`config.mk`:
```
export PLATFORM = sky130hd
export DESIGN_NAME = ripple_carry_adder_4b
export DESIGN_NICKNAME = d
export VERILOG_FILES = /design/src/rtl/rca_pkg.sv /design/src/rtl/ripple_carry_adder_4b_full_adder.sv /design/src/rtl/ripple_carry_adder_4b.sv
export SDC_FILE = /design/constraint.sdc
export NUM_CORES = 1
export LEC_CHECK = 0
export ABC_AREA = 1
export CELL_PAD_IN_SITES_DETAIL_PLACEMENT = 1
export CELL_PAD_IN_SITES_GLOBAL_PLACEMENT = 2
export CORE_MARGIN = 10
export CORE_UTILIZATION = 16
export CTS_CLUSTER_DIAMETER = 200
export DETAILED_ROUTE_END_ITERATION = 10
export GPL_ROUTABILITY_DRIVEN = 0
export HOLD_SLACK_MARGIN = 0.15
export PLACE_DENSITY_LB_ADDON = 0.1
export SYNTH_ARGS = -nofsm -noshare
export SYNTH_HDL_FRONTEND = slang
export SYNTH_SLANG_ARGS = --single-unit
export TNS_END_PERCENT = 100
```
`constraint.sdc`:
```
create_clock -name clk -period 0.8 [get_ports clk]
set_input_delay 0.16 -clock clk [delete_from_list [all_inputs] [get_ports clk]]
set_output_delay 0.16 -clock clk [all_outputs]
set_load 0.05 [all_outputs]
```
`src/rtl/rca_pkg.sv`:
```
// Shared definitions for the 4-bit ripple-carry adder.
// Width is fixed; the word type is reused by every adder file.
package rca_pkg;

    localparam int RCA_WIDTH = 4;

    typedef logic [RCA_WIDTH-1:0] rca_word_t;

endpackage

```
`src/rtl/ripple_carry_adder_4b_full_adder.sv`:
```
// One-bit full adder; the building block of the ripple chain.
module full_adder (
    input  logic a,
    input  logic b,
    input  logic cin,
    output logic s,
    output logic cout
);

    logic p;

    assign p    = a ^ b;
    assign s    = p ^ cin;
    assign cout = (a & b) | (cin & p);

endmodule

```
`src/rtl/ripple_carry_adder_4b.sv`:
```
// Registered 4-bit ripple-carry adder with async active-low reset.
// Define RCA_OVERFLOW_EN to add the registered signed-overflow output.
module ripple_carry_adder_4b
    import rca_pkg::*;
(
    input  logic      clk,
    input  logic      rst_n,
    input  rca_word_t a,
    input  rca_word_t b,
    input  logic      c_in,
    output rca_word_t sum,
`ifdef RCA_OVERFLOW_EN
    output logic      overflow,
`endif
    output logic      c_out
);

    logic [RCA_WIDTH:0] c;
    rca_word_t          s;

    assign c[0] = c_in;

    for (genvar i = 0; i < RCA_WIDTH; i++) begin : g_stage
        full_adder u_fa (
            .a   (a[i]),
            .b   (b[i]),
            .cin (c[i]),
            .s   (s[i]),
            .cout(c[i+1])
        );
    end

    always_ff @(posedge clk or negedge rst_n) begin
        if (!rst_n) begin
            sum   <= '0;
            c_out <= 1'b0;
        end else begin
            sum   <= s;
            c_out <= c[RCA_WIDTH];
        end
    end

`ifdef RCA_OVERFLOW_EN
    // Carry into and out of the sign bit disagree on signed overflow.
    always_ff @(posedge clk or negedge rst_n) begin
        if (!rst_n) begin
            overflow <= 1'b0;
        end else begin
            overflow <= c[RCA_WIDTH-1] ^ c[RCA_WIDTH];
        end
    end
`endif

endmodule

```
==> impl_metrics.env, run 1 <==
export IMPL_numPortBuffers=15
export IMPL_cp_required_ns=0.97
export IMPL_critPathSlowestCell="fa_2"
export IMPL_p_leak_uw=0.000245
export IMPL_drive_gt1_share_pct=57.9
export IMPL_slew_viol_final=0
export IMPL_cts_tree="yes"
export IMPL_postCtsSetupBuffers=0
export IMPL_power_switching_uw=349
export IMPL_num_antenna_cells=0
export IMPL_setup_violations=9
export IMPL_rsz0062_at_grt="yes"
export IMPL_slew_headroom_pct=85.1
export IMPL_status="finished with violations"
export IMPL_wire_per_inst_um=10.8
export IMPL_cts_buffers=3
export IMPL_vdd_drop_max_mv=0.574
export IMPL_grt_first_pass_wirelength_um=952
export IMPL_cp_top_family="adder cells"
export IMPL_syn_avg_cell_area_um2=12.8
export IMPL_vias=187
export IMPL_core_area_um2=1370
export IMPL_root_buffer="clkbuf_4"
export IMPL_worstPathMaxFanout=1
export IMPL_clockBufferDepth=2
export IMPL_ys_ff_latch=5
export IMPL_setup_ws_ns=-0.775
export IMPL_yosysSeqAreaShare_pct=51.5
export IMPL_initial_core_util_pct=17.8
export IMPL_ant_nets=0
export IMPL_ioPinCount=16
export IMPL_max_clock_freq_mhz=635
export IMPL_drc=0
export IMPL_drt_iter0_markers=0
export IMPL_grt_max_degree=6
export IMPL_critPathLaunchType="input pin"
export IMPL_hold_viol=0
export IMPL_maxCapViolations=0
export IMPL_min_path_type="in -> async"
export IMPL_dpl_cell_area_um2=489
export IMPL_cpMostUsedCell="fa_2"
export IMPL_violations="setup timing"
export IMPL_worstPathArrival_ns=1.75
export IMPL_htreeDepth=1
export IMPL_finalPower_uw=1070
export IMPL_synth_cells=19
export IMPL_clock_sinks=5
export IMPL_yosysUniqueCellTypes=3
export IMPL_worst_path_stages=9
export IMPL_path_cells="buf_8, inv_12, fa_2, inv_2, fa_2, fa_2, inv_2, fa_2, inv_2"
export IMPL_routed_wl_um=572
export IMPL_die_w_um=59.0
export IMPL_antenna_found_initial=0
export IMPL_dieHeight_um=59.0
export IMPL_yosys_warnings=0
export IMPL_slowest_delay_ns=0.43
export IMPL_power_density_nw_per_um2=2050
export IMPL_first_global_vias=214
export IMPL_areaGrowthSynthToFinish_pct=114
export IMPL_tightestPinTransition_ns=0.223
export IMPL_hold_ws_ns=0.145
export IMPL_std_cell_rows=13
export IMPL_clkPwrFrac_pct=25.8
export IMPL_syn_nets=34
export IMPL_die_area_um2=3480
export IMPL_switching_share_pct=32.7
export IMPL_fin_area_um2=520
export IMPL_nFillCells=158
export IMPL_endpoint_kind="register"
export IMPL_intPower_uw=719
export IMPL_clkTransAtPathRegs_ns=0.04
export IMPL_grtUsageTotal_pct=3.92
export IMPL_power_frac_seq_pct=30.9
export IMPL_vias_per_cell=3.53
export IMPL_worstSetupPathType="in -> reg"
export IMPL_pwr_share_comb_pct=43.3
export IMPL_post_route_min_period_ns=1.57
export IMPL_netlist_area_um2=243
export IMPL_gr_total_overflow=0
export IMPL_period_share_pct=197
export IMPL_drtPass1Iterations=1
export IMPL_finalSetupTns_ns=-2.63
export IMPL_mostFrequentLayoutCells="inv_2, dfrtp_1, clkdlybuf4s50_1, buf_12, fa_2"
export IMPL_path_buf_inv=5
export IMPL_nets=54
==> power groups by stage <==
stage	clock network, µW	registers [µW]	logic (µW)
floorplan	0	460	55.8
global placement	0	332	461
detailed placement	0	336	468
CTS	290	332	473
global route	316	334	489
finish	275	330	463
==> routing by layer <==
| layer | vias up | GRT usage (%) | wire (µm) |
|---|---|---|---|
| li1 | 85 | - | - |
| met1 | 89 | 2.56 | 137 |
| met2 | 11 | 5.86 | 292 |
| met3 | 2 | 4.08 | 136 |
| met4 | 0 | 3.93 | 4 |
| met5 | - | 0 | 0 |
==> state kept, by name, indices dropped and copies added (netlist names) <==
name   cells
c_out      1
sum        4
==> what timing repair did <==
| item | in CTS | in global routing |
|---|---|---|
| endpoints found under the setup margin | 10 | 9 |
| endpoints found under the hold margin | 5 | 0 |
| pin swaps | 4 | 4 |
| gates resized for setup | 20 | 1 |
==> per-stage QoR <==
| stage | utilization [%] | worst slack, ns | instances |
|---|---|---|---|
| finish | 38.1 | -0.775 | 53 |
| global route | 38.1 | -0.795 | 53 |
| CTS | 38.1 | -0.850 | 53 |
| detailed placement | 35.8 | -1.56 | 49 |
| global placement | 35.8 | -1.52 | 49 |
| floorplan | - | -0.843 | 19 |
==> cell usage after synthesis (all sizes together) <==
library cell,number,area (µm²)
inv,10,37.5
fa,4,80.1
dfrtp,5,125
==> final timing paths <==
kind	endpoint	slack, ns	start
setup / recovery	sum[3]$_DFF_PN0_	-0.77	a[0]
hold / removal	sum[0]$_DFF_PN0_	0.15	rst_n
max in group asynchronous	sum[1]$_DFF_PN0_	0.47	rst_n
min in group clk	sum[0]$_DFF_PN0_	0.31	c_in
==> layout make-up <==
| cell class | count | area [µm²] | share of cell area, % |
|---|---|---|---|
| tap | 15 | 18.8 | 3.61 |
| timing repair buffer | 15 | 205 | 39.4 |
| clock buffer | 4 | 26.3 | 5.05 |
| sequential | 5 | 125 | 24.0 |
| inverter | 10 | 55.1 | 10.6 |
| multi-input combinational | 4 | 90.1 | 17.3 |
==> kinds of logic (layout without fill, tap and decap cells) <==
| logic type | after synthesis | after routing | synth area share, % |
|---|---|---|---|
| adder cells (fa/ha/maj) | 4 | 4 | 33.0 |
| flip-flops | 5 | 5 | 51.5 |
| buffers and inverters | 10 | 29 | 15.5 |
No activity file was read; power rests on OpenSTA's default activity.
==> inputs of run 2 (changes only) <==
--- a/config.mk
+++ b/config.mk
@@ -6,6 +6,7 @@
 export NUM_CORES = 1
 export LEC_CHECK = 0
 export ABC_AREA = 1
+export CAP_MARGIN = 20
 export CELL_PAD_IN_SITES_DETAIL_PLACEMENT = 1
 export CELL_PAD_IN_SITES_GLOBAL_PLACEMENT = 2
 export CORE_MARGIN = 10
==> results of run 2 <==
The final DEF is identical to that of run 1; final timing and power are the same.
